$ cat config.mk
export PLATFORM = sky130hd
export DESIGN_NAME = layer_sequencer
export DESIGN_NICKNAME = d
export VERILOG_FILES = /design/src/rtl/nn_seq_pkg.sv /design/src/rtl/layer_cfg_select.sv /design/src/rtl/layer_sequencer.sv
export SDC_FILE = /design/constraint.sdc
export NUM_CORES = 1
export LEC_CHECK = 0
export ABC_AREA = 1
export CAP_MARGIN = 20
export CORE_AREA = 2 2 94 96
export DETAILED_ROUTE_END_ITERATION = 10
export DIE_AREA = 0 0 96 98
export GPL_TIMING_DRIVEN = 0
export PLACE_DENSITY = 0.86
export SYNTH_ARGS = -nofsm -noshare
export SYNTH_HDL_FRONTEND = slang
export SYNTH_SLANG_ARGS = --single-unit
$ cat constraint.sdc
create_clock -name clk -period 6.7 [get_ports clk]
set_input_delay 1.675 -clock clk [delete_from_list [all_inputs] [get_ports clk]]
set_output_delay 1.675 -clock clk [all_outputs]
set_load 0.02 [all_outputs]
$ cat src/rtl/nn_seq_pkg.sv
// rtl/nn_seq_pkg.sv - shared sequencer types, sizing constants and activation codes
package nn_seq_pkg;

    localparam int MAX_LAYERS = 5;
    localparam int IDX_W      = 6;
    localparam int AF_W       = 2;

    typedef enum logic [2:0] {
        ST_IDLE,
        ST_BIAS,
        ST_WEIGHT,
        ST_ACT_GO,
        ST_ACT_WAIT,
        ST_DONE
    } seq_state_t;

    // Activation selects, decoded identically by the CORDIC activation stage
    localparam logic [AF_W-1:0] AF_RELU    = 2'd0;
    localparam logic [AF_W-1:0] AF_SIGMOID = 2'd1;
    localparam logic [AF_W-1:0] AF_TANH    = 2'd2;
    localparam logic [AF_W-1:0] AF_LINEAR  = 2'd3;

endpackage

$ cat src/rtl/layer_cfg_select.sv
// rtl/layer_cfg_select.sv - latches network configuration and selects per-layer sizes
// Ports: clk/rst_n, load (capture config), raw config inputs, layer index;
//        cfg_ok (raw config acceptable), num_layers, fan_in, neurons, af_sel.
module layer_cfg_select
    import nn_seq_pkg::*;
#(
    parameter int MAX_LAYERS = nn_seq_pkg::MAX_LAYERS,
    parameter int IDX_W      = nn_seq_pkg::IDX_W,
    parameter int AF_W       = nn_seq_pkg::AF_W
) (
    input  logic             clk,
    input  logic             rst_n,
    input  logic             load,
    input  logic [IDX_W-1:0] no_layers,
    input  logic [IDX_W-1:0] n_inputs,
    input  logic [IDX_W-1:0] nl1,
    input  logic [IDX_W-1:0] nl2,
    input  logic [IDX_W-1:0] nl3,
    input  logic [IDX_W-1:0] nl4,
    input  logic [IDX_W-1:0] nl5,
    input  logic [AF_W-1:0]  afl1,
    input  logic [AF_W-1:0]  afl2,
    input  logic [AF_W-1:0]  afl3,
    input  logic [AF_W-1:0]  afl4,
    input  logic [AF_W-1:0]  afl5,
    input  logic [2:0]       layer,
    output logic             cfg_ok,
    output logic [IDX_W-1:0] num_layers,
    output logic [IDX_W-1:0] fan_in,
    output logic [IDX_W-1:0] neurons,
    output logic [AF_W-1:0]  af_sel
);

    logic [IDX_W-1:0] nl_in  [MAX_LAYERS];
    logic [AF_W-1:0]  afl_in [MAX_LAYERS];
    logic [IDX_W-1:0] nl_q   [MAX_LAYERS];
    logic [AF_W-1:0]  afl_q  [MAX_LAYERS];
    logic [IDX_W-1:0] n_inputs_q;

    assign nl_in[0]  = nl1;
    assign nl_in[1]  = nl2;
    assign nl_in[2]  = nl3;
    assign nl_in[3]  = nl4;
    assign nl_in[4]  = nl5;
    assign afl_in[0] = afl1;
    assign afl_in[1] = afl2;
    assign afl_in[2] = afl3;
    assign afl_in[3] = afl4;
    assign afl_in[4] = afl5;

    // Validity is judged on the raw inputs so the decision is ready in the start cycle;
    // only layers below no_layers need a non-zero neuron count.
    always_comb begin
        cfg_ok = (no_layers != '0) && (no_layers <= IDX_W'(MAX_LAYERS)) && (n_inputs != '0);
        for (int k = 0; k < MAX_LAYERS; k++) begin
            if ((IDX_W'(k) < no_layers) && (nl_in[k] == '0)) begin
                cfg_ok = 1'b0;
            end
        end
    end

    always_ff @(posedge clk) begin
        if (!rst_n) begin
            num_layers <= '0;
            n_inputs_q <= '0;
            for (int k = 0; k < MAX_LAYERS; k++) begin
                nl_q[k]  <= '0;
                afl_q[k] <= '0;
            end
        end else if (load) begin
            num_layers <= no_layers;
            n_inputs_q <= n_inputs;
            for (int k = 0; k < MAX_LAYERS; k++) begin
                nl_q[k]  <= nl_in[k];
                afl_q[k] <= afl_in[k];
            end
        end
    end

    // A layer's fan-in is the neuron count of the layer feeding it
    assign fan_in  = (layer == 3'd0) ? n_inputs_q : nl_q[layer - 3'd1];
    assign neurons = nl_q[layer];
    assign af_sel  = afl_q[layer];

endmodule

$ cat src/rtl/layer_sequencer.sv
// rtl/layer_sequencer.sv - layer/neuron/input walker driving weight and bias fetches
// Ports: clk/rst_n, start + configuration (no_layers, n_inputs, nl1..5, afl1..5),
//        engine handshake (eng_ready, act_done); fetch strobes and indices
//        (weight_en, bias_en, n, i, layer), data-aligned valids (wt_valid, bias_valid),
//        act_go, af_sel, busy, done, cfg_err.
module layer_sequencer
    import nn_seq_pkg::*;
#(
    parameter int MAX_LAYERS = nn_seq_pkg::MAX_LAYERS,
    parameter int IDX_W      = nn_seq_pkg::IDX_W,
    parameter int AF_W       = nn_seq_pkg::AF_W
) (
    input  logic             clk,
    input  logic             rst_n,
    input  logic             start,
    input  logic [IDX_W-1:0] no_layers,
    input  logic [IDX_W-1:0] n_inputs,
    input  logic [IDX_W-1:0] nl1,
    input  logic [IDX_W-1:0] nl2,
    input  logic [IDX_W-1:0] nl3,
    input  logic [IDX_W-1:0] nl4,
    input  logic [IDX_W-1:0] nl5,
    input  logic [AF_W-1:0]  afl1,
    input  logic [AF_W-1:0]  afl2,
    input  logic [AF_W-1:0]  afl3,
    input  logic [AF_W-1:0]  afl4,
    input  logic [AF_W-1:0]  afl5,
    input  logic             eng_ready,
    input  logic             act_done,
    output logic             weight_en,
    output logic             bias_en,
    output logic [IDX_W-1:0] n,
    output logic [IDX_W-1:0] i,
    output logic [2:0]       layer,
    output logic             wt_valid,
    output logic             bias_valid,
    output logic             act_go,
    output logic [AF_W-1:0]  af_sel,
    output logic             busy,
    output logic             done,
    output logic             cfg_err
);

    seq_state_t       state;
    logic             cfg_ok;
    logic             load;
    logic [IDX_W-1:0] num_layers;
    logic [IDX_W-1:0] fan_in;
    logic [IDX_W-1:0] neurons;

    assign load = (state == ST_IDLE) && start;

    layer_cfg_select #(
        .MAX_LAYERS (MAX_LAYERS),
        .IDX_W      (IDX_W),
        .AF_W       (AF_W)
    ) u_cfg (
        .clk        (clk),
        .rst_n      (rst_n),
        .load       (load),
        .no_layers  (no_layers),
        .n_inputs   (n_inputs),
        .nl1        (nl1),
        .nl2        (nl2),
        .nl3        (nl3),
        .nl4        (nl4),
        .nl5        (nl5),
        .afl1       (afl1),
        .afl2       (afl2),
        .afl3       (afl3),
        .afl4       (afl4),
        .afl5       (afl5),
        .layer      (layer),
        .cfg_ok     (cfg_ok),
        .num_layers (num_layers),
        .fan_in     (fan_in),
        .neurons    (neurons),
        .af_sel     (af_sel)
    );

    // Strobes follow eng_ready in the same cycle so a stalled cycle never issues a fetch
    assign bias_en   = (state == ST_BIAS)   && eng_ready;
    assign weight_en = (state == ST_WEIGHT) && eng_ready;
    assign busy      = (state != ST_IDLE);

    always_ff @(posedge clk) begin
        if (!rst_n) begin
            state      <= ST_IDLE;
            n          <= '0;
            i          <= '0;
            layer      <= '0;
            wt_valid   <= 1'b0;
            bias_valid <= 1'b0;
            act_go     <= 1'b0;
            done       <= 1'b0;
            cfg_err    <= 1'b0;
        end else begin
            wt_valid   <= weight_en;
            bias_valid <= bias_en;
            act_go     <= 1'b0;
            done       <= 1'b0;
            case (state)
                ST_IDLE: begin
                    if (start) begin
                        n     <= '0;
                        i     <= '0;
                        layer <= '0;
                        if (cfg_ok) begin
                            cfg_err <= 1'b0;
                            state   <= ST_BIAS;
                        end else begin
                            cfg_err <= 1'b1;
                            state   <= ST_DONE;
                        end
                    end
                end
                ST_BIAS: begin
                    if (eng_ready) begin
                        state <= ST_WEIGHT;
                    end
                end
                ST_WEIGHT: begin
                    if (eng_ready) begin
                        if (i == fan_in - IDX_W'(1)) begin
                            act_go <= 1'b1;
                            state  <= ST_ACT_GO;
                        end else begin
                            i <= i + IDX_W'(1);
                        end
                    end
                end
                ST_ACT_GO: begin
                    state <= ST_ACT_WAIT;
                end
                ST_ACT_WAIT: begin
                    if (act_done) begin
                        i <= '0;
                        if (n < neurons - IDX_W'(1)) begin
                            n     <= n + IDX_W'(1);
                            state <= ST_BIAS;
                        end else if (IDX_W'(layer) < num_layers - IDX_W'(1)) begin
                            layer <= layer + 3'd1;
                            n     <= '0;
                            state <= ST_BIAS;
                        end else begin
                            done  <= 1'b1;
                            state <= ST_DONE;
                        end
                    end
                end
                ST_DONE: begin
                    // Entered with done already set after the last neuron; a rejected
                    // configuration arrives with done clear and spends one extra cycle here.
                    if (done) begin
                        state <= ST_IDLE;
                    end else begin
                        done <= 1'b1;
                    end
                end
                default: state <= ST_IDLE;
            endcase
        end
    end

endmodule
==> impl_metrics.toml, run 1 <==
[routing]
drt_iter0_drc = 300
vias = 4428
firstDrtPassIters = 5
drt_drc_violations_left = 0
wl_per_cell_um = 13.74
ant_nets = 0
wl_mm = 11.62
viasPerCell = 5.234

[power_and_ir_drop]
p_seq_frac = 0.301
vdd_drop_max_mv = 0.1873
combPwrFrac = 0.571
p_per_area_mw_per_mm2 = 451.8
swShare = 0.4735
p_int_w = 0.001396
pwr-share-clk = 0.128
power.switching_w = 0.001256
cellLeakagePower_nw = 2.610
power_w = 0.002652

[timing]
final_hold_viol_count = 0
fin_crit_sh = 0.6924
setup_viol = 0
tightest_slew_ns = 0.9971
clock_skew_ns = 0.01465
finalCriticalPeriod_ns = 4.639
rsz0062_at_grt = "no"
fmax_mhz = 215.6
fin_setup_tns_ns = 0
relSlewSlack = 0.3353
hold_slack_ns = 0.4842
slew_viol_final = 0

[placed_design]
post-dp-hpwl_mm = 9.065
dpl_cell_area_sq_mm = 0.005683
gp_congestion = 0.8996
io_buffers = 80

[critical_path]
cp.required_ns = 5.03
reg2regPathDepth = 20
worstReg2RegEnd = "n[2]"
end_kind = "output port"
critPathLaunchType = "input pin"
rrSetupSlack_ns = 3.30
cp.arrival_ns = 2.96
cp_max_fo = 7
worstSetupPathType = "input pin to output port"

[logic_synthesis]
synthTopCellsByCount = "nand2_1, nor2_1, inv_1"
synth_edf_count = 40
yosys_warnings = 0
synth_top_area_share = 0.2530
async_flop_share = 0
synth_ff_type = "edfxtp_1"
syn_area_sq_mm = 0.004747
syn_inst = 642
yosysSeqAreaShare = 0.4133
synth_top_area_cell = "edfxtp_1"
post-synth-top-count-cell = "nand2_1"
syn_avg_cell_area_sq_um = 7.394
ys_types = 44
ys_seq_elements = 78
syn_nets = 714
synth.top_cells.by_area = "edfxtp_1, dfxtp_1, nand2_1, nor2_1, inv_1"

[worst_hold_path]
whs_endpoint = "u_cfg.n_inputs_q[5]"
holdPathStages = 2
hold_path.startpoint = "u_cfg.n_inputs_q[5]"
hold_class = "flop to flop"

[finish]
syn_to_final_growth_pct = 23.67
num_antenna_cells = 0
layout-drive-gt1-share = 0.1098
final_nets = 805
fin_area_sq_mm = 0.005871
nFillCells = 676

[clock_network]
post_cts_resized = 0
cts.sinks = 78
holdBufCountCts = 0
cts-root-buf = "clkbuf_8"
clk_pin_slew_worst_paths_ns = 0.09
cts_max_path_buffers = 2
htreeDepth = 3
numCtsBuffers = 9
post_cts_buffers = 0
clock_latency_ns = 0.36
cts_tree = "done"

[global_routing]
grtUsageMet3 = 0.03472
grt_max_degree = 50
antenna_found_initial = 0
grtUsageTotal = 0.2638
use_met2 = 0.4338
grt_pass1_wl_mm = 19.58
grt-busiest-layer = "met2"
grt_pass1_vias = 4349
grt_util_met1 = 0.3508
gr-total-overflow = 0

[run_status]
outcome = "finished clean"

[die]
rows = 34
core-area_sq_mm = 0.008466
die_x_um = 96
fp.dieH_um = 98
initial_utilization = 0.5607
fp.dieArea_sq_mm = 0.009408
ios = 82

[run]
drv_cap = 0
## area by class of cell
| type | count | area, sq um | area share |
|---|---|---|---|
| plain buffers | 18 | 111.4 | 0.01897 |
| clock buffers | 9 | 123.9 | 0.02110 |
| clock inverters | 7 | 63.81 | 0.01087 |
| inverters | 111 | 416.7 | 0.07097 |
| multi-input cells | 435 | 2257 | 0.3845 |
| flip-flops and latches | 78 | 1962 | 0.3342 |
| well taps | 108 | 135.1 | 0.02302 |
| repair buffers | 80 | 800.8 | 0.1364 |
## cells in the final DEF (no fill, tap or decap), drive strengths merged
master           n
clkbuf          13
nand2          146
o21ai           33
nor3             8
a21oi           23
xnor2            3
o311ai           1
edfxtp          40
clkdlybuf4s50   80
or2              1
o21a             2
xor2             9
nor3b            3
o41ai            1
o211ai           1
a211oi           3
nand3           52
inv            115
dfxtp           38
nor2           107
a22oi            1
a31oi            2
nor4             7
o22ai            9
nand4            4
nand3b           3
ha              15
clkinv           3
buf             14
o31ai            1
## flip-flops by register name (all words and copies together) (netlist names), 3 cells and up, named ones only
register,cells
layer,3
u_cfg.n_inputs_q,6
u_cfg.afl_q,10
i,6
state,3
n,6
u_cfg.nl_q,30
u_cfg.num_layers,6
## worst max-delay path, stage by stage
cell and delay, ns:
clkdlybuf4s50_1 0.45, inv_1 0.11, nor2_1 0.12, clkdlybuf4s50_1 0.61
## per-stage QoR
| stage | setup WS, ns | cells | util |
|---|---|---|---|
| 6_report | 2.061 | 846 | 0.6935 |
| 5_1_grt | 1.977 | 846 | 0.6935 |
| 4_1_cts | 2.051 | 846 | 0.6935 |
| 3_5_place_dp | 2.057 | 830 | 0.6713 |
| 3_3_place_gp | 2.055 | 830 | 0.6713 |
| 2_1_floorplan | 2.958 | 642 | - |
## worst max-delay path by stage
stage	from	end	slack [ns]	depth (start not counted)
2_1_floorplan	eng_ready	bias_en	2.96	2
3_3_place_gp	eng_ready	weight_en	2.05	4
3_5_place_dp	eng_ready	weight_en	2.06	4
4_1_cts	eng_ready	weight_en	2.05	4
5_1_grt	eng_ready	weight_en	1.98	4
6_report	eng_ready	weight_en	2.06	4
## kinds of logic (layout without fill, tap and decap cells)
group,count (synthesis),count (layout),share of synthesized area
buffers and inverters,129,225,0.1112
AO/OA/AOI/OAI,77,77,0.09726
adder cells (fa/ha/maj),15,15,0.03954
XOR/XNOR,12,12,0.02372
AND/OR/NAND/NOR,331,331,0.3150
flip-flops,78,78,0.4133
## power by group through the flow
stage / logic [W] / clock network, W / registers (W)
6_report: 0.00152 / 0.000338 / 0.000799
3_5_place_dp: 0.00150 / 0 / 0.000806
5_1_grt: 0.00171 / 0.000358 / 0.000813
3_3_place_gp: 0.00145 / 0 / 0.000797
2_1_floorplan: 0.00110 / 0 / 0.000790
4_1_cts: 0.00151 / 0.000338 / 0.000795
## per-layer routing
layer | up-vias | part of all wire
li1 | 2245 | -
met1 | 1977 | 0.43
met4 | 0 | 0.028
met5 | - | 0
met2 | 180 | 0.47
met3 | 26 | 0.068
(Power assumes the default switching activity.)
==> inputs of run 2 (changes only) <==
--- a/config.mk
+++ b/config.mk
@@ -7,11 +7,11 @@
 export LEC_CHECK = 0
 export ABC_AREA = 1
 export CAP_MARGIN = 20
-export CORE_AREA = 2 2 94 96
+export CORE_AREA = 2 2 97 99
 export DETAILED_ROUTE_END_ITERATION = 10
-export DIE_AREA = 0 0 96 98
+export DIE_AREA = 0 0 99 101
 export GPL_TIMING_DRIVEN = 0
-export PLACE_DENSITY = 0.86
+export PLACE_DENSITY = 0.81
 export SYNTH_ARGS = -nofsm -noshare
 export SYNTH_HDL_FRONTEND = slang
 export SYNTH_SLANG_ARGS = --single-unit
==> constraint.sdc (replaced) <==
create_clock -name clk -period 4.7 [get_ports clk]
set_input_delay 1.175 -clock clk [delete_from_list [all_inputs] [get_ports clk]]
set_output_delay 1.175 -clock clk [all_outputs]
set_load 0.02 [all_outputs]
==> run 2 against run 1 <==
Against the previous run: final area is 0.68% higher; non-clock buffer count stayed put; clock-buffer cell count is 4 higher; global-route usage is 2.3 points lower; sequential cell count stayed put; die area is 6.3% higher; sequential share of layout area is 0.23 points lower; combinational power is 41% higher; sequential power is 43% higher; clock power is 62% higher; cell count is 0.35% higher; largest cell class unchanged.
==> impl_metrics.toml, run 2 (same netlist as run 1, synthesis figures left out) <==
[finish]
largest_reg_flops = 30
register_area_sq_mm = 0.001962
layout-drive-gt1-share = 0.1084
reg_top3 = "u_cfg.nl_q: 30 flops, u_cfg.afl_q: 10 flops"
final_nets = 805
fin_area_sq_mm = 0.005911
nFillCells = 749
final_common_cell = "nand2_1"
final_cell_mix = "nand2_1, nor2_1, inv_1"
multi_input_area_sq_mm = 0.002257
syn_to_final_growth_pct = 24.51
num_antenna_cells = 0
top_register = "u_cfg.nl_q"

[power_and_ir_drop]
power_w = 0.003823
combPwrFrac = 0.559
swShare = 0.4572
power.switching_w = 0.001748
p_per_area_mw_per_mm2 = 646.7
p_seq_frac = 0.298
p_int_w = 0.002075
pwr-share-clk = 0.143
cellLeakagePower_nw = 2.624
vdd_drop_max_mv = 0.3270

[critical_path]
slowest_delay_ns = 0.61
critPathLaunchType = "input pin"
cp.required_ns = 3.52
cp.arrival_ns = 2.49
crit_chain = "clkdlybuf4s50_1 -> inv_1 -> nor2_1 -> clkdlybuf4s50_1"
worstSetupPathType = "input pin to output port"
cpMaxStageDelayCell = "clkdlybuf4s50_1"
path_common_cell = "clkdlybuf4s50_1"
cp_max_fo = 7
end_kind = "output port"

[global_routing]
grt_pass1_wl_mm = 19.16
grtUsageTotal = 0.2404
grt_pass1_vias = 4201
gr-total-overflow = 0
grt_max_degree = 50
antenna_found_initial = 0

[run]
drv_cap = 0

[timing]
relSlewSlack = 0.3280
final_hold_viol_count = 0
worst_slack_ns = 1.040
hold_slack_ns = 0.4740
fin_setup_tns_ns = 0
setup_viol = 0
finalCriticalPeriod_ns = 3.660
rsz0062_at_grt = "no"
tightest_slew_ns = 1.008
fin_crit_sh = 0.7788
clock_skew_ns = 0.01495
fmax_mhz = 273.2
slew_viol_final = 0

[routing]
wl_mm = 11.81
drt_drc_violations_left = 0
drt_iter0_drc = 305
wl_per_cell_um = 13.91
firstDrtPassIters = 4
viasPerCell = 5.218
ant_nets = 0
vias = 4430

[clock_network]
cts.sinks = 78
clock_latency_ns = 0.36
clk_pin_slew_worst_paths_ns = 0.09
numCtsBuffers = 9
cts_tree = "done"
post_cts_resized = 0
holdBufCountCts = 0
htreeDepth = 3
cts-root-buf = "clkbuf_8"
cts_max_path_buffers = 2
post_cts_buffers = 0

[die]
fp.dieH_um = 101
rows = 35
initial_utilization = 0.5288
die_x_um = 99
core-area_sq_mm = 0.008977
ios = 82
fp.dieArea_sq_mm = 0.009999

[placed_design]
dpl_cell_area_sq_mm = 0.005687
gp_congestion = 0.9231
post-place-ws_ns = 1.002
io_buffers = 80
post-dp-hpwl_mm = 9.199

[worst_hold_path]
hold_class = "flop to flop"

[run_status]
outcome = "finished clean"
## run 2: cell count changes in the layout (fill, tap and decap cells not counted)
cell	previous run	this run
clkbuf_1	3	4
clkbuf_16	0	3
clkinv_2	0	1
clkinv_4	3	1
clkinvlp_4	0	1
inv_6	3	0
inv_8	1	0
## run 2: critical path: cells and delay by family
family,cells,cell delay (ns)
buffers and inverters,3,1.16
and+or+nand+nor,1,0.14
## run 2: through the flow
step                      std cells    util
final                           849  0.6584
after global routing            849  0.6584
after CTS                       849  0.6584
after detailed placement        833  0.6334
after global placement          833  0.6334
after floorplan                 642       -
## run 2: power groups by stage
stage          registers, W  clock network, W  logic, W
3_5_place_dp        0.00115                 0   0.00213
4_1_cts             0.00113          0.000550   0.00214
6_report            0.00114          0.000547   0.00214
3_3_place_gp        0.00113                 0   0.00206
2_1_floorplan       0.00113                 0   0.00157
5_1_grt             0.00116          0.000579   0.00241
## run 2: metal layers
layer	vias to the layer above	GRT usage	wire (um)
li1	2239	-	-
met5	-	0	0
met2	135	0.4122	5720
met1	2035	0.3127	5291
met3	21	0.03814	559
met4	0	0.07587	234
## run 2: layout make-up
class,instances,area share
well taps,111,0.02350
clock buffers,13,0.03429
clock inverters,3,0.003599
multi-input cells,435,0.3819
repair buffers,80,0.1355
inverters,111,0.07049
plain buffers,18,0.01884
flip-flops and latches,78,0.3319
## run 2: final timing paths
| kind | start | end | slack [ns] | depth (start not counted) |
|---|---|---|---|---|
| max | eng_ready | bias_en | 1.04 | 4 |
| max reg2reg | layer[0] | i[1] | 1.36 | 20 |
| min | u_cfg.n_inputs_q[4] | u_cfg.n_inputs_q[4] | 0.47 | 2 |
| min reg2reg | u_cfg.n_inputs_q[4] | u_cfg.n_inputs_q[4] | 0.47 | 2 |
==> inputs of run 3 (changes only) <==
==> constraint.sdc (replaced) <==
create_clock -name clk -period 3.6 [get_ports clk]
set_input_delay 0.9 -clock clk [delete_from_list [all_inputs] [get_ports clk]]
set_output_delay 0.9 -clock clk [all_outputs]
set_load 0.02 [all_outputs]
==> run 3 against run 2 <==
Against the previous run: global-route usage unchanged; clock skew down 0.00082 ns; sequential cell count unchanged; power grew 31%; final area up 0.34%; utilization rose by 0.22 points; non-clock buffer count grew 2; wire length rose by 0.30%; critical endpoint is now i[1]; largest cell class unchanged; largest power group unchanged.
==> impl_metrics.toml, run 3 (same netlist as run 1, synthesis figures left out) <==
[critical_path]
cp.required_ns = 3.82
cp_max_fo = 11
worstSetupPathType = "flop to flop"
cp.arrival_ns = 3.56
critPathLaunchType = "flop"
timing.rr.start = "layer[0]"
startpoint = "layer[0]"
end_kind = "flop"

[finish]
final_cell_mix = "nand2_1, nor2_1, inv_1"
layout-drive-gt1-share = 0.1149
reg_top3 = "u_cfg.nl_q: 30 flops, u_cfg.afl_q: 10 flops"
top_register = "u_cfg.nl_q"
largest_reg_flops = 30
final_common_cell = "nand2_1"
nFillCells = 750
final_nets = 807
fin_cells = 851
syn_to_final_growth_pct = 24.93
num_antenna_cells = 0
final_core_util = 0.6606

[timing]
final_hold_viol_count = 0
relSlewSlack = 0.3372
hold_slack_ns = 0.4744
clock_skew_ns = 0.01413
finalCriticalPeriod_ns = 3.342
fin_setup_tns_ns = 0
setup_viol = 0
tightest_slew_ns = 0.9941
fmax_mhz = 299.2
slew_viol_final = 0
rsz0062_at_grt = "no"
fin_crit_sh = 0.9283

[routing]
vias = 4461
drt_iter0_drc = 289
ant_nets = 0
wl_per_cell_um = 13.91
firstDrtPassIters = 5
viasPerCell = 5.242
wl_mm = 11.84
drt_drc_violations_left = 0

[worst_hold_path]
hold_path.startpoint = "u_cfg.n_inputs_q[4]"
hold_class = "flop to flop"

[power_and_ir_drop]
p_per_area_mw_per_mm2 = 844.3
cellLeakagePower_nw = 2.633
vdd_drop_max_mv = 0.4245

[die]
die_x_um = 99
fp.dieArea_sq_mm = 0.009999
rows = 35
fp.dieH_um = 101
core-area_sq_mm = 0.008977
initial_utilization = 0.5288
ios = 82

[placed_design]
gp_congestion = 0.9231
post-dp-hpwl_mm = 9.199
io_buffers = 80
placed_cells = 833

[clock_network]
cts-root-buf = "clkbuf_8"
cts_tree = "done"
holdBufCountCts = 0
numCtsBuffers = 9
cts.sinks = 78
htreeDepth = 3
clk_pin_slew_worst_paths_ns = 0.09
clock_latency_ns = 0.35
cts_max_path_buffers = 2

[global_routing]
grt_max_degree = 50
grt_pass1_vias = 4201
grtUsageTotal = 0.2404
gr-total-overflow = 0
antenna_found_initial = 0
grt_pass1_wl_mm = 19.16

[run_status]
outcome = "finished clean"

[run]
drv_cap = 0
run 3: cell types whose count changed in the layout (fill, tap and decap cells not counted), sizes merged:
cell,delta
inv,-1
clkbuf,-1
clkinvlp,+1
buf,+3
run 3: final timing paths:
path / cells past startpoint / slack (ns) / to
worst min-delay path: 2 / 0.47 / u_cfg.n_inputs_q[4]
worst max register to register: 20 / 0.26 / i[1]
worst max-delay path: 20 / 0.26 / i[1]
worst min register to register: 2 / 0.47 / u_cfg.n_inputs_q[4]
run 3: power by group:
| group | switching, W | internal [W] |
|---|---|---|
| clock | 0.000337 | 0.000377 |
| sequential | 0.000196 | 0.00129 |
| combinational | 0.00176 | 0.00105 |
run 3: stage by stage:
step	setup slack [ns]	area (sq um)	total power (W)
finish	0.2583	5931	0.005007
global route	0.00009281	5931	0.005438
CTS	0.2591	5911	0.004995
detailed placement	0.1768	5687	0.004278
global placement	0.2305	5687	0.004171
floorplan	0.6215	4747	0.003525
run 3: area by class of cell:
type,count,area (sq um),share of cell area
Buffer,18,112.6,0.01899
Clock buffer,13,202.7,0.03418
Clock inverter,3,21.27,0.003586
Inverter,111,420.4,0.07089
Multi-Input combinational cell,435,2257,0.3806
Sequential cell,78,1962,0.3308
Tap cell,111,138.9,0.02342
Timing Repair Buffer,82,815.8,0.1376
run 3: layer usage:
metal / global-route usage / share of wire
met5: 0 / 0
met4: 0.07587 / 0.018
met3: 0.03814 / 0.052
met2: 0.4122 / 0.49
met1: 0.3127 / 0.44
run 3: repair_timing:
action / in CTS / in global routing
setup endpoints to repair: 0 / 5
resized for setup: 0 / 5
buffers inserted: 0 / 2
run 3: critical path: stages, from the launching register on:
cell and delay, ns:
dfxtp_1 0.54, inv_2 0.12, buf_6 0.17, ha_1 0.30
buf_6 0.14, inv_2 0.13, nand3_1 0.09, nand2_1 0.07
nand2_1 0.08, a21oi_4 0.24, ha_1 0.29, xor2_1 0.14
nand2_1 0.08, nor2_2 0.07, nand3_1 0.12, nor2_4 0.18
nand3_4 0.14, nand2_4 0.14, nand2_1 0.06, nand2_1 0.06
nor2_1 0.04
